File: src/rtl/stopwatch_pkg.sv
// rtl/stopwatch_pkg.sv - shared types and defaults for the stopwatch time base
package stopwatch_pkg;

  typedef enum logic {
    ST_RUN    = 1'b0,
    ST_PAUSED = 1'b1
  } state_t;

  typedef logic [3:0] digit_t;

  localparam int SEC_MAX_DEF = 59;
  localparam int MIN_MAX_DEF = 59;

endpackage

File: src/rtl/stopwatch_counter_if.sv
// rtl/stopwatch_counter_if.sv - control strobes in, BCD digits and blanking out
interface stopwatch_counter_if;
  import stopwatch_pkg::*;

  logic   tick_1hz;
  logic   tick_2hz;
  logic   tick_blink;
  logic   pause_pulse;
  logic   adj;
  logic   sel;
  digit_t seconds1;
  digit_t seconds2;
  digit_t minutes1;
  digit_t minutes2;
  logic   blank_sec;
  logic   blank_min;

  modport master (
    output tick_1hz, tick_2hz, tick_blink, pause_pulse, adj, sel,
    input  seconds1, seconds2, minutes1, minutes2, blank_sec, blank_min
  );

  modport slave (
    input  tick_1hz, tick_2hz, tick_blink, pause_pulse, adj, sel,
    output seconds1, seconds2, minutes1, minutes2, blank_sec, blank_min
  );

endinterface

File: src/rtl/bcd2_counter.sv
// rtl/bcd2_counter.sv - two-digit BCD counter wrapping from MAX to 00
module bcd2_counter
  import stopwatch_pkg::*;
#(
  parameter int MAX = 59
) (
  input  logic   clk,
  input  logic   rst,
  input  logic   inc,
  output digit_t tens,
  output digit_t ones,
  output logic   wrap
);

  localparam digit_t MAX_TENS = digit_t'(MAX / 10);
  localparam digit_t MAX_ONES = digit_t'(MAX % 10);

  logic at_max;

  assign at_max = (tens == MAX_TENS) && (ones == MAX_ONES);
  // wrap is combinational so the caller can carry on the same edge
  assign wrap   = inc && at_max;

  // Advance the BCD pair on inc: wrap at MAX, otherwise ones 9->0 carries into tens
  always_ff @(posedge clk) begin
    if (!rst) begin
      tens <= '0;
      ones <= '0;
    end else if (inc) begin
      if (at_max) begin
        tens <= '0;
        ones <= '0;
      end else if (ones == 4'd9) begin
        tens <= tens + 4'd1;
        ones <= '0;
      end else begin
        ones <= ones + 4'd1;
      end
    end
  end

endmodule

File: src/rtl/stopwatch_counter.sv
// rtl/stopwatch_counter.sv - MM:SS stopwatch with run/pause, adjust and blanking
module stopwatch_counter
  import stopwatch_pkg::*;
#(
  parameter int MIN_MAX = MIN_MAX_DEF,
  parameter int SEC_MAX = SEC_MAX_DEF
) (
  input  logic                clk,
  input  logic                rst,
  stopwatch_counter_if.slave  bus
);

  state_t state_q;
  state_t state_d;
  logic   running;
  logic   sec_inc;
  logic   min_inc;
  logic   sec_wrap;
  logic   min_wrap;
  logic   phase_q;
  logic   phase_d;
  logic   blank_sec_q;
  logic   blank_min_q;
  digit_t sec_tens;
  digit_t sec_ones;
  digit_t min_tens;
  digit_t min_ones;

  // Pause state register
  always_ff @(posedge clk) begin
    if (!rst) begin
      state_q <= ST_RUN;
    end else begin
      state_q <= state_d;
    end
  end

  // Next state: each pause pulse flips RUN/PAUSED, independent of adjust mode
  always_comb begin
    state_d = state_q;
    if (bus.pause_pulse) begin
      state_d = (state_q == ST_RUN) ? ST_PAUSED : ST_RUN;
    end
  end

  // Ticks are qualified by the current (pre-toggle) state, so a tick that
  // coincides with a pause pulse follows the state it arrived in.
  assign running = (state_q == ST_RUN);

  // Run mode counts seconds at 1 Hz with carry; adjust mode steps the selected
  // field at 2 Hz and the seconds wrap is kept away from the minutes.
  assign sec_inc = running &&
                   ((!bus.adj && bus.tick_1hz) ||
                    ( bus.adj && bus.sel && bus.tick_2hz));
  assign min_inc = running &&
                   ((!bus.adj && sec_wrap) ||
                    ( bus.adj && !bus.sel && bus.tick_2hz));

  bcd2_counter #(.MAX(SEC_MAX)) u_sec (
    .clk  (clk),
    .rst  (rst),
    .inc  (sec_inc),
    .tens (sec_tens),
    .ones (sec_ones),
    .wrap (sec_wrap)
  );

  bcd2_counter #(.MAX(MIN_MAX)) u_min (
    .clk  (clk),
    .rst  (rst),
    .inc  (min_inc),
    .tens (min_tens),
    .ones (min_ones),
    .wrap (min_wrap)
  );

  // Blink phase only runs in adjust mode and parks at 0 otherwise
  always_comb begin
    phase_d = phase_q;
    if (!bus.adj) begin
      phase_d = 1'b0;
    end else if (bus.tick_blink) begin
      phase_d = !phase_q;
    end
  end

  // Phase and blank registers; blanks use the next phase so they move with it
  always_ff @(posedge clk) begin
    if (!rst) begin
      phase_q     <= 1'b0;
      blank_sec_q <= 1'b0;
      blank_min_q <= 1'b0;
    end else begin
      phase_q     <= phase_d;
      blank_sec_q <= bus.adj &&  bus.sel && phase_d;
      blank_min_q <= bus.adj && !bus.sel && phase_d;
    end
  end

  assign bus.seconds1  = sec_ones;
  assign bus.seconds2  = sec_tens;
  assign bus.minutes1  = min_ones;
  assign bus.minutes2  = min_tens;
  assign bus.blank_sec = blank_sec_q;
  assign bus.blank_min = blank_min_q;

  // Minutes wrap silently; the wrap flag is only consumed for seconds
  logic unused_min_wrap;
  assign unused_min_wrap = min_wrap;

endmodule

File: src/flat_wrapper.sv
// flat-port wrapper written by rule: the top's interface ports become plain ports
module stopwatch_counter_flat import stopwatch_pkg::*;
#(
  parameter int MIN_MAX = MIN_MAX_DEF,
  parameter int SEC_MAX = SEC_MAX_DEF
)
  (clk, rst, bus_tick_1hz, bus_tick_2hz, bus_tick_blink, bus_pause_pulse, bus_adj, bus_sel, bus_seconds1, bus_seconds2, bus_minutes1, bus_minutes2, bus_blank_sec, bus_blank_min);
  stopwatch_counter_if bus_i ();
  input  logic clk;
  input  logic rst;
  input wire logic [$bits(bus_i.tick_1hz)-1:0] bus_tick_1hz;
  input wire logic [$bits(bus_i.tick_2hz)-1:0] bus_tick_2hz;
  input wire logic [$bits(bus_i.tick_blink)-1:0] bus_tick_blink;
  input wire logic [$bits(bus_i.pause_pulse)-1:0] bus_pause_pulse;
  input wire logic [$bits(bus_i.adj)-1:0] bus_adj;
  input wire logic [$bits(bus_i.sel)-1:0] bus_sel;
  output wire logic [$bits(bus_i.seconds1)-1:0] bus_seconds1;
  output wire logic [$bits(bus_i.seconds2)-1:0] bus_seconds2;
  output wire logic [$bits(bus_i.minutes1)-1:0] bus_minutes1;
  output wire logic [$bits(bus_i.minutes2)-1:0] bus_minutes2;
  output wire logic [$bits(bus_i.blank_sec)-1:0] bus_blank_sec;
  output wire logic [$bits(bus_i.blank_min)-1:0] bus_blank_min;
  assign bus_i.tick_1hz = bus_tick_1hz;
  assign bus_i.tick_2hz = bus_tick_2hz;
  assign bus_i.tick_blink = bus_tick_blink;
  assign bus_i.pause_pulse = bus_pause_pulse;
  assign bus_i.adj = bus_adj;
  assign bus_i.sel = bus_sel;
  assign bus_seconds1 = bus_i.seconds1;
  assign bus_seconds2 = bus_i.seconds2;
  assign bus_minutes1 = bus_i.minutes1;
  assign bus_minutes2 = bus_i.minutes2;
  assign bus_blank_sec = bus_i.blank_sec;
  assign bus_blank_min = bus_i.blank_min;
  stopwatch_counter #(.MIN_MAX(MIN_MAX), .SEC_MAX(SEC_MAX)) u_core (.clk(clk), .rst(rst), .bus(bus_i));
endmodule
File: config.mk
export PLATFORM = sky130hd
export DESIGN_NAME = stopwatch_counter_flat
export DESIGN_NICKNAME = d
export VERILOG_FILES = /design/src/rtl/stopwatch_pkg.sv /design/src/rtl/stopwatch_counter_if.sv /design/src/rtl/bcd2_counter.sv /design/src/rtl/stopwatch_counter.sv /design/src/flat_wrapper.sv
export SDC_FILE = /design/constraint.sdc
export NUM_CORES = 1
export LEC_CHECK = 0
export BUFFER_PORTS_ARGS = -buffer_cell sky130_fd_sc_hd__buf_2
export CORE_MARGIN = 5
export CORE_UTILIZATION = 51
export CTS_BUF_LIST = sky130_fd_sc_hd__clkbuf_8
export DETAILED_ROUTE_END_ITERATION = 7
export PLACE_DENSITY_LB_ADDON = 0.15
export SYNTH_ARGS = -nofsm -noshare
export SYNTH_HDL_FRONTEND = slang
export SYNTH_SLANG_ARGS = --single-unit
File: constraint.sdc
create_clock -name clk -period 3.7 [get_ports clk]
set_input_delay 1.11 -clock clk [delete_from_list [all_inputs] [get_ports clk]]
set_output_delay 1.11 -clock clk [all_outputs]
set_load 0.005 [all_outputs]
After elaboration in Yosys (flattened, before gate mapping)
Index checks and enable logic that the tools add are counted.

Bits in registers: 20. Input port bits: 8. Output and inout port bits: 18. Word-level logic and storage cells: 50.

Add/sub/neg operators: 4. Equal/unequal tests: 4. Mux-type cells: 11. Bitwise operators: 1. Reduce and logical (&&, ||, !) cells: 22.

Operator list (number): $mux 4 (8); $add 4x1->4 const B (4); $logic_and 1x1->1 (13); $eq 4x3->1 const B (2); $eq 4x4->1 const B (2); $reduce_and 2->1 (2); $reduce_bool 2->1 (2); $logic_not 1->1 (3); $mux 1 (3); $logic_or 1x1->1 (2); $not 1->1 (1).

Longest topological paths before layout
Word-level depth: 9. Depth in mapped cells: 7.

Modules after synthesis
Synthesis repeated with hierarchy kept, for this count alone.

Cells, all modules: 107. Area total of the unflattened synthesis: 1026.0 µm².

By module, submodules not included: bcd2_counter (times used 2, cells each 45, area each 429.2 µm²); stopwatch_counter (times used 1, cells each 17, area each 167.7 µm²).

Worst setup path before layout
No wires, ideal clock.

Path kind: input port to flip-flop. Start point: input port bus_sel. End point: register u_core.u_min.tens[2]. Arrival: 2.131 ns. Data required time: 3.629 ns. Setup slack: 1.499 ns. Cell stages on the path: 5. Path buffers: 1. Cells stage by stage: and4bb_1 > a32oi_1 > buf_6 > or4_1 > a21oi_1.

Longest elaborated chain between the ends: 9. Elaborated cells between the ends (all ways): 12. Those cells by class: reduce/logical (12).

RTL lines: start, declared (line flat_wrapper.sv:16) `input wire logic [$bits(bus_i.sel)-1:0] bus_sel;`; $logic_and 1x1->1 (2 in series) (line stopwatch_counter.sv:54) `( bus.adj && bus.sel && bus.tick_2hz));`; $logic_or 1x1->1 (line stopwatch_counter.sv:53) `((!bus.adj && bus.tick_1hz) ||`; $logic_and 1x1->1 (line stopwatch_counter.sv:52) `assign sec_inc = running &&`; $logic_and 1x1->1 (line bcd2_counter.sv:22) `assign wrap = inc && at_max;`; $logic_and 1x1->1 (line stopwatch_counter.sv:56) `((!bus.adj && sec_wrap) ||`; $logic_or 1x1->1 (*) (line stopwatch_counter.sv:56); $logic_and 1x1->1 (*) (line stopwatch_counter.sv:55) `assign min_inc = running &&`; $reduce_and 2->1 (no source line) (*); end signal, assigned (line bcd2_counter.sv:34) `tens <= tens + 4'd1;`; end, declared (line bcd2_counter.sv:10) `output digit_t tens,`.

Every way passes the cells marked *; elsewhere a longest branch is shown, timed or not. A chain may end at the register's enable or synchronous reset.

Worst setup path in the final report
Start point: input port bus_adj. End point: register u_core.u_min.ones[3].

Longest elaborated chain between the ends: 8. Elaborated cells between the ends (all ways): 12. Those cells by class: reduce/logical (12).

RTL lines: start, declared (line flat_wrapper.sv:15) `input wire logic [$bits(bus_i.adj)-1:0] bus_adj;`; $logic_not 1->1 or $logic_and 1x1->1 (tied branches) (line stopwatch_counter.sv:53, stopwatch_counter.sv:56, stopwatch_counter.sv:54); $logic_and 1x1->1, on equally long branches (line stopwatch_counter.sv:53, stopwatch_counter.sv:54); $logic_or 1x1->1 (line stopwatch_counter.sv:53); $logic_and 1x1->1 (line stopwatch_counter.sv:52); $logic_and 1x1->1 (line bcd2_counter.sv:22); $logic_and 1x1->1 (line stopwatch_counter.sv:56); $logic_or 1x1->1 (*) (line stopwatch_counter.sv:56); $logic_and 1x1->1 (*) (line stopwatch_counter.sv:55); end signal, assigned (line bcd2_counter.sv:37) `ones <= ones + 4'd1;`; end, declared (line bcd2_counter.sv:11) `output digit_t ones,`.

Marked as above.

==> impl_metrics.ini <==
[status]
outcome = finished, final reports clean

[floorplan]
io_pins = 26
core_area_mm2 = 0.00192
die_area_mm2 = 0.00296
fp.dieH_um = 54.4
start_util_pct = 52.3
rows = 16
die_w_um = 54.4

[sta]
min_period_ns = 2.42
rsz0062_at_grt = no
period_share_pct = 65.5
relSlewSlack_pct = 35.8
slew_violations = 0
setup_viol = 0
setup_ws_ns = 1.28
clock_skew_ns = 0.000964
fin_setup_tns_ns = 0
worst_pin_slew_ns = 0.962
report.final.hold_viol_count = 0
max_freq_mhz = 413

[hold_path]
hold_path_end = u_core.u_sec.tens[3]
holdCritPathClass = flip-flop to flip-flop
hp-start = u_core.u_sec.tens[3]
holdPathStages = 2

[routing]
wl_um = 2070
drcViolationCount = 0
antenna_left = 0
vias = 892
drtIter0Drc = 10
first_pass_iters = 4
wire_per_inst_um = 12.9
vias_per_cell = 5.54

[grt]
grt_antenna_before_repair = 0
grt_max_degree = 16
grt_first_pass_wirelength_um = 3440
grtUsageTotal_pct = 15.9
grt_overflow = 0
grt_pass1_vias = 810

[setup_path]
setup.worst_path.start = bus_adj
r2r_start = u_core.u_sec.tens[1]
worstPathArrival_ns = 2.55
path_cells = buf_2 > and4bb_1 > a32oi_1 > mux2i_1 > a31oi_1
end_kind = flip-flop
reg2reg_slack_ns = 1.51
cpMaxStageDelayCell = a32oi_1
ff2ff_path_depth = 6
path_class = input pin to flip-flop
r2r_end = u_core.u_min.ones[3]
worstSetupStartpointType = input pin
cp_max_fo = 13
slowest_delay_ns = 0.73
required_ns = 3.82

[cts]
clock-sinks = 20
cts_setup_buffers = 0
cts_resized = 0
htree_levels = 1
cts_tree = done
cts-root-buf = clkbuf_8
clk_transition_reported_paths_ns = 0.07
cts_hold_buf = 0
clock_path_buffers = 2
numCtsBuffers = 3
clk_latency_ns = 0.25

[synthesis]
ys_warn_count = 0
synth-async-reset-ratio_pct = 0
ys_types = 36
syn_area_mm2 = 0.00101
ys_seq_elements = 20
synth_seq_area_share_pct = 39.8
syn_area_per_cell_um2 = 9.31
ys.flop_type = dfxtp_1
synth_edf_count = 0
synthCells = 108
syn_nets = 122

[layout]
final_nets = 150
fillers = 188
drive_above_1_share_pct = 22.4
diodes = 0
area_growth_pct = 18.4

[place]
io_buffers = 25
gp_congestion = 0.800
dpl.hpwl_um = 1550
pre_cts_slack_ns = 1.02

[power]
p_leak_nw = 0.534
power.density_mw_per_mm2 = 333
ir_drop_mv = 0.262

[flow_run]
max-cap-violations = 0
## synth_stat cells (all sizes together), types with 2 or more instances
library cell  instances  area (µm²)
a21oi                 7        35.0
and3                  2        12.5
and3b                 3        26.3
and4b                 2        20.0
dfxtp                20         400
ha                    6        75.1
inv                   6        22.5
mux2i                 6        60.1
nand2                 4        15.0
nand3                 3        15.0
nand3b                2        15.0
nand4                 2        12.5
nor2                 11        41.3
nor3b                 3        27.5
o21ai                 6        30.0
or3                   2        12.5
or4                   4        30.0
xnor2                 2        17.5
## area by class of cell
cell class	count	area, µm²	area share, %
Inverter	6	22.5	1.89
Clock buffer	3	41.3	3.47
Timing Repair Buffer	25	125	10.5
Tap cell	27	33.8	2.84
Multi-Input combinational cell	80	568	47.7
Sequential cell	20	400	33.6
## worst max-delay path: cells and delay by family
family                 cells  cell delay, ns
and+or+nand+nor            1            0.22
AOI/OAI and AO/OA          2            0.83
buffers and inverters      1            0.12
muxes                      1            0.26
## layout by cell type, fill, tap and decap left out, types with 2 or more instances in the layout
master and n:
and3_1 2, nand3_1 3, a21oi_1 7, clkbuf_8 3, inv_1 6, and3b_1 3
nand2_1 4, mux2i_1 6, nor2_1 11, nor3b_1 2, xnor2_1 2, nand3b_1 2
nand4_1 2, or3_1 2, dfxtp_1 20, ha_1 6, or4_1 4, and4b_1 2
o21ai_0 6, buf_2 25
## state kept, by name, indices dropped and copies added, names as in the netlist
register and cells:
u_core.u_sec.ones 4, u_core.u_min.tens 4, u_core.phase_q 1, u_core.state_q 1, u_core.u_min.ones 4, u_core.bus.blank_min 1, u_core.u_sec.tens 4, u_core.bus.blank_sec 1
## worst max-delay path by stage
stage	to	slack, ns
2_1_floorplan	u_core.u_min.tens[2]	1.50
3_3_place_gp	u_core.u_min.ones[3]	1.09
3_5_place_dp	u_core.u_min.ones[3]	1.02
4_1_cts	u_core.u_min.ones[3]	1.29
5_1_grt	u_core.u_min.ones[3]	1.14
6_report	u_core.u_min.ones[3]	1.28
## layer usage
metal  up-vias  GRT usage, %  wire, µm
li1        451             -         -
met4         0          7.05        30
met3         5          3.54       111
met1       419          19.5       963
met2        17          26.5       967
met5         -             0         0
## where the power goes
group / switching, mW / internal, mW
logic: 0.0151 / 0.0145
clock network: 0.0684 / 0.0724
registers: 0.00613 / 0.220
## cell families (layout without fill, tap and decap cells)
group / Yosys count / after routing / synth area share [%]
compound gates: 22 / 22 / 14.2
xor+xnor: 3 / 3 / 2.61
fa+ha+maj: 6 / 6 / 7.46
buf+inv: 8 / 34 / 3.73
flops: 20 / 20 / 39.8
mux: 6 / 6 / 5.97
simple gates: 43 / 43 / 26.2
## stage by stage
| step | utilization, % | hold WS [ns] | total power, mW | cell area [µm²] | instances |
|---|---|---|---|---|---|
| 6_report | 62.0 | 0.487 | 0.397 | 1190 | 161 |
| 3_3_place_gp | 59.8 | 0.468 | 0.260 | 1150 | 158 |
| 3_5_place_dp | 59.8 | 0.484 | 0.261 | 1150 | 158 |
| 2_1_floorplan | - | 0.471 | 0.248 | 1010 | 108 |
| 4_1_cts | 62.0 | 0.492 | 0.399 | 1190 | 161 |
| 5_1_grt | 62.0 | 0.558 | 0.415 | 1190 | 161 |
(Power assumes the default switching activity.)
